$ cat src/rtl/rx_lane_mux.sv
// Multi-channel receive lane multiplexer with fixed or round-robin grant and a registered output beat.
// Optional feature: define RX_LANE_MUX_SKID_EN to add a 1-entry skid buffer so in_ready is registered-only.
module rx_lane_mux #(
  parameter int WIDTH = 64,
  parameter int SELW  = 2
) (
  input  logic                           rxclk,
  input  logic                           reset,
  input  logic                           en,
  input  logic                           mode,
  input  logic [SELW-1:0]                sel,
  input  logic                           sel_load,
  input  logic [(2**SELW)*WIDTH-1:0]     in_data,
  input  logic [(2**SELW)-1:0]           in_valid,
  output logic [(2**SELW)-1:0]           in_ready,
  output logic [WIDTH-1:0]               out_data,
  output logic                           out_valid,
  input  logic                           out_ready,
  output logic [SELW-1:0]                out_ch
);

  localparam int NCH = 2**SELW;

  logic [SELW-1:0]  ptr_q, ptr_d;
  logic             out_valid_q, out_valid_d;
  logic [WIDTH-1:0] out_data_q, out_data_d;
  logic [SELW-1:0]  out_ch_q, out_ch_d;

  logic [SELW-1:0]  grant;
  logic [SELW-1:0]  cand;
  logic             found;
  logic [WIDTH-1:0] in_beat;
  logic             accept_ok;
  logic             xfer;

`ifdef RX_LANE_MUX_SKID_EN
  logic             skid_valid_q, skid_valid_d;
  logic [WIDTH-1:0] skid_data_q, skid_data_d;
  logic [SELW-1:0]  skid_ch_q, skid_ch_d;
  logic             out_free;
`endif

  // Round-robin searches upward from ptr with natural SELW-bit wrap; fixed mode and the
  // no-valid case both fall back to ptr.
  // NOTE: every signal written in an always_comb gets a default first, so no path leaves it unassigned and no latch is inferred.
  always_comb begin
    grant = ptr_q;
    cand  = ptr_q;
    found = 1'b0;
    if (mode) begin
      for (int i = 0; i < NCH; i++) begin
        cand = ptr_q + SELW'(i);
        if (!found && in_valid[cand]) begin
          grant = cand;
          found = 1'b1;
        end
      end
    end
  end

  assign in_beat = in_data[int'(grant)*WIDTH +: WIDTH];

`ifdef RX_LANE_MUX_SKID_EN
  assign accept_ok = en & ~reset & ~skid_valid_q;
`else
  assign accept_ok = en & ~reset & (~out_valid_q | out_ready);
`endif

  always_comb begin
    in_ready        = '0;
    in_ready[grant] = accept_ok;
  end

  assign xfer = in_valid[grant] & in_ready[grant];

  always_comb begin
    ptr_d       = ptr_q;
    out_valid_d = out_valid_q;
    out_data_d  = out_data_q;
    out_ch_d    = out_ch_q;
`ifdef RX_LANE_MUX_SKID_EN
    skid_valid_d = skid_valid_q;
    skid_data_d  = skid_data_q;
    skid_ch_d    = skid_ch_q;
    out_free     = ~out_valid_q | out_ready;
`endif

    // A pointer load wins over the round-robin advance; the beat itself still uses this cycle's grant.
    if (sel_load) begin
      ptr_d = sel;
    end else if (mode && xfer) begin
      ptr_d = grant + SELW'(1);
    end

`ifdef RX_LANE_MUX_SKID_EN
    if (out_free) begin
      if (skid_valid_q) begin
        out_valid_d  = 1'b1;
        out_data_d   = skid_data_q;
        out_ch_d     = skid_ch_q;
        skid_valid_d = 1'b0;
      end else if (xfer) begin
        out_valid_d = 1'b1;
        out_data_d  = in_beat;
        out_ch_d    = grant;
      end else begin
        out_valid_d = 1'b0;
      end
    end else if (xfer) begin
      skid_valid_d = 1'b1;
      skid_data_d  = in_beat;
      skid_ch_d    = grant;
    end
`else
    if (xfer) begin
      out_valid_d = 1'b1;
      out_data_d  = in_beat;
      out_ch_d    = grant;
    end else if (out_ready) begin
      out_valid_d = 1'b0;
    end
`endif
  end

  // NOTE: state registers use non-blocking assignments so every flop samples pre-edge values.
  // NOTE: data registers are reset too, because a cleared out_data/skid is part of the block's reset contract.
  always_ff @(posedge rxclk or posedge reset) begin
    if (reset) begin
      ptr_q       <= '0;
      out_valid_q <= 1'b0;
      out_data_q  <= '0;
      out_ch_q    <= '0;
`ifdef RX_LANE_MUX_SKID_EN
      skid_valid_q <= 1'b0;
      skid_data_q  <= '0;
      skid_ch_q    <= '0;
`endif
    end else begin
      ptr_q       <= ptr_d;
      out_valid_q <= out_valid_d;
      out_data_q  <= out_data_d;
      out_ch_q    <= out_ch_d;
`ifdef RX_LANE_MUX_SKID_EN
      skid_valid_q <= skid_valid_d;
      skid_data_q  <= skid_data_d;
      skid_ch_q    <= skid_ch_d;
`endif
    end
  end

  assign out_valid = out_valid_q;
  assign out_data  = out_data_q;
  assign out_ch    = out_ch_q;

endmodule

$ cat config.mk
export PLATFORM = sky130hd
export DESIGN_NAME = rx_lane_mux
export DESIGN_NICKNAME = d
export VERILOG_FILES = /design/src/rtl/rx_lane_mux.sv
export SDC_FILE = /design/constraint.sdc
export NUM_CORES = 1
export LEC_CHECK = 0
export ABC_AREA = 1
export BUFFER_PORTS_ARGS = -buffer_cell sky130_fd_sc_hd__buf_2
export CORE_AREA = 2 2 131 133
export CTS_BUF_LIST = sky130_fd_sc_hd__clkbuf_2
export CTS_CLUSTER_DIAMETER = 100
export CTS_CLUSTER_SIZE = 12
export DETAILED_ROUTE_END_ITERATION = 10
export DIE_AREA = 0 0 133 135
export GPL_TIMING_DRIVEN = 1
export SLEW_MARGIN = 20
export SYNTH_ARGS = -nofsm -noshare
export SYNTH_HDL_FRONTEND = slang
export SYNTH_SLANG_ARGS = --single-unit
$ cat constraint.sdc
create_clock -name rxclk -period 2.8 [get_ports rxclk]
set_input_delay 0.28 -clock rxclk [delete_from_list [all_inputs] [get_ports rxclk]]
set_output_delay 0.28 -clock rxclk [all_outputs]
set_load 0.01 [all_outputs]
==> reports/metrics.cfg <==
[critical_path]
cp_data_required_time_ns = 2.52
r2r-start = ptr_q[1]
worst_r2r_path_depth = 21
rr_endpoint = out_data[0]
crit_path_end_kind = output port
crit_fanout = 6
worstSetupPathType = register to output port
cp-start-kind = register
arrival_ns = 2.51
r2r_setup_slack_ns = 0.08

[drt]
routedWlPerCell_microns = 14.59
ant_nets = 0
drtIter0Drc = 315
drt_first_pass_iters = 5
via_count = 6537
drc = 0
routed_wl_mm = 20.29
viasPerCell = 4.703

[synthesis]
synth_cell_types = 20
netlist_instances = 817
ys_warn_count = 0
syn_area_per_cell_sq_um = 6.034
synth_flop_cell = dfrtp_1
synthDominantCellAreaShare_pct = 35.03
yosysSeqAreaShare_pct = 35.03
synth-seq-cells = 69
synth_most_common_cell = nand2_1
synth_edf_count = 0
synth_area_sq_um = 4930
syn_nets = 1085
synthTopCellsByArea = dfrtp_1 (35%), nand2_1 (34%), a21oi_1 (13%), o21ai_1 (6.5%), buf_2 (3.4%)
synth_area_leader_cell = dfrtp_1
synthArstFlopShare_pct = 100.0
synthTopCellsByCount = nand2_1 (445), a21oi_1 (128), dfrtp_1 (69)

[clock_tree]
clkSinkCount = 69
cts_root_buffer = clkbuf_2
worstSkewPairLatency_ns = 0.52
path_clk_slew_ns = 0.21
cts_made_buffers = 9
htreeDepth = 3
cts_tree = done
clock_path_buffers = 2

[sta]
setup_viol = 0
fin_setup_tns_ns = 0
grt_setup_unrepaired = yes
postLayoutSetupSlackWorst_ns = 0.005936
hold_viol = 0
finalCriticalPeriod_ns = 2.794
fin_hold_ws_ns = 0.05608
drv_slew = 0
clock_skew_ns = 0.03048
worstMarginPinSlew_ns = 0.8917
period_share_pct = 99.79
fmax_ghz = 0.3579
relSlewSlack_pct = 40.56

[floorplan]
start_util_pct = 30.05
die_x_microns = 133
die_h_microns = 135
ios = 339
rows = 47
dieArea_sq_um = 17960
core-area_sq_um = 16410

[worst_hold_path]
min_path_type = input port to register
hold_depth = 5
hp-start = sel[1]
worstHoldEndpoint = ptr_q[1]

[global_routing]
antenna_found_initial = 2
grt_pass1_vias = 6239
grt_usage_pct = 21.19
grt_overflow = 0
grt_first_pass_wirelength_mm = 30.36
grt_start_max_net_pins = 70

[final_layout]
final_core_util_pct = 46.15
syn_to_final_growth_pct = 53.58
final-instance-count-excl-fill = 1390
nets = 1432
drive_gt1_share_pct = 39.18

[power]
power.density_nw_per_um2 = 873.8
power.leakage_nw = 4.332
peakVddDrop_v = 0.0003666

[placed_design]
placed_cells = 1337
post-dp-hpwl_mm = 14.06
place_ws_ns = 0.1454
place.gp.congestion = 0.8235
port-buffer-count = 338

[flow_run]
cap_violations = 0

[status]
status = finished, final reports clean

[cells by family (layout without fill, tap and decap cells)]
kind of cell	after synthesis	in the layout	synth area share, %
AOI/OAI and AO/OA	199	199	20.36
DFF	69	69	35.03
other	0	1	0
buffers and inverters	71	423	7.284
and+or+nand+nor	478	478	37.34
[power by group]
group	total, mW	internal [mW]	switching (mW)	leakage [nW]
Combinational	4.38	1.77	2.61	3.39
Clock	0.579	0.208	0.371	0.0694
Sequential	1.66	1.41	0.243	0.875
Total	6.62	3.39	3.22	4.33
[worst max-delay path: stages (launching register included)]
cell and delay (ns):
dfrtp_1 0.48, buf_6 0.16, nand2_1 0.07, nand2_2 0.12, nand2_2 0.07, nand2_2 0.09, nand2_4 0.08, a21oi_4 0.19
nand2_2 0.09, nand2_4 0.11, nand2_8 0.08, buf_16 0.14, nor3_2 0.15, buf_2 0.15
[cell type report]
type	instances	area (sq um)
Fill cell	1737	8836
Multi-Input combinational cell	677	3044
Timing Repair Buffer	391	2328
Sequential cell	69	1728
Tap cell	220	275.3
Inverter	15	77.57
Clock buffer	11	55.05
Clock inverter	5	51.30
Timing Repair inverter	1	8.758
Antenna cell	1	2.502
[routing by layer]
metal	wire length [microns]	track usage [%]	vias up
met5	13	0	-
met4	512	7.945	2
met3	1633	3.979	37
met2	9940	38.77	293
met1	8185	24.59	2896
li1	-	-	3309
[repair_timing]
action / 4_1_cts / 5_1_grt
endpoints found under the hold margin: 11 / 0
setup endpoints to repair: 4 / 28
setup buffers: 11 / 19
cloned: 3 / 1
hold buffers: 2 / 0
pin swaps: 3 / 19
resized for setup: 11 / 56
[cell usage in the layout, fill, tap and decap left out, types with 5 or more instances in the layout]
| cell | instances |
|---|---|
| nand2_4 | 8 |
| buf_12 | 9 |
| buf_4 | 31 |
| nand2_2 | 21 |
| o21ai_0 | 5 |
| nand2_1 | 419 |
| buf_6 | 7 |
| nand3_1 | 12 |
| dfrtp_1 | 68 |
| a21oi_1 | 128 |
| inv_1 | 7 |
| clkbuf_2 | 11 |
| buf_2 | 338 |
| o21ai_1 | 63 |
[through the flow]
stage	total power, mW	instance area (sq um)
6_report	6.615	7571
5_1_grt	7.202	7571
4_1_cts	6.293	7224
3_5_place_dp	5.361	6884
3_3_place_gp	5.349	6884
2_1_floorplan	3.977	4930
[sequential cells by signal, summed over array words and instances (netlist names)]
signal / flops
out_ch: 2
out_data: 64
ptr_q: 2
out_valid: 1
[how the worst max path moves through the flow]
stage	start	to	slack, ns	depth (start not counted)
floorplan	ptr_q[0]	in_ready[1]	0.58	12
global placement	ptr_q[0]	out_data[37]	0.22	14
detailed placement	ptr_q[0]	out_data[37]	0.15	14
CTS	ptr_q[0]	in_ready[0]	-0.008	16
global route	ptr_q[1]	in_ready[2]	-0.19	13
finish	ptr_q[1]	in_ready[2]	0.006	13
Power figures use the tool's default switching activity.
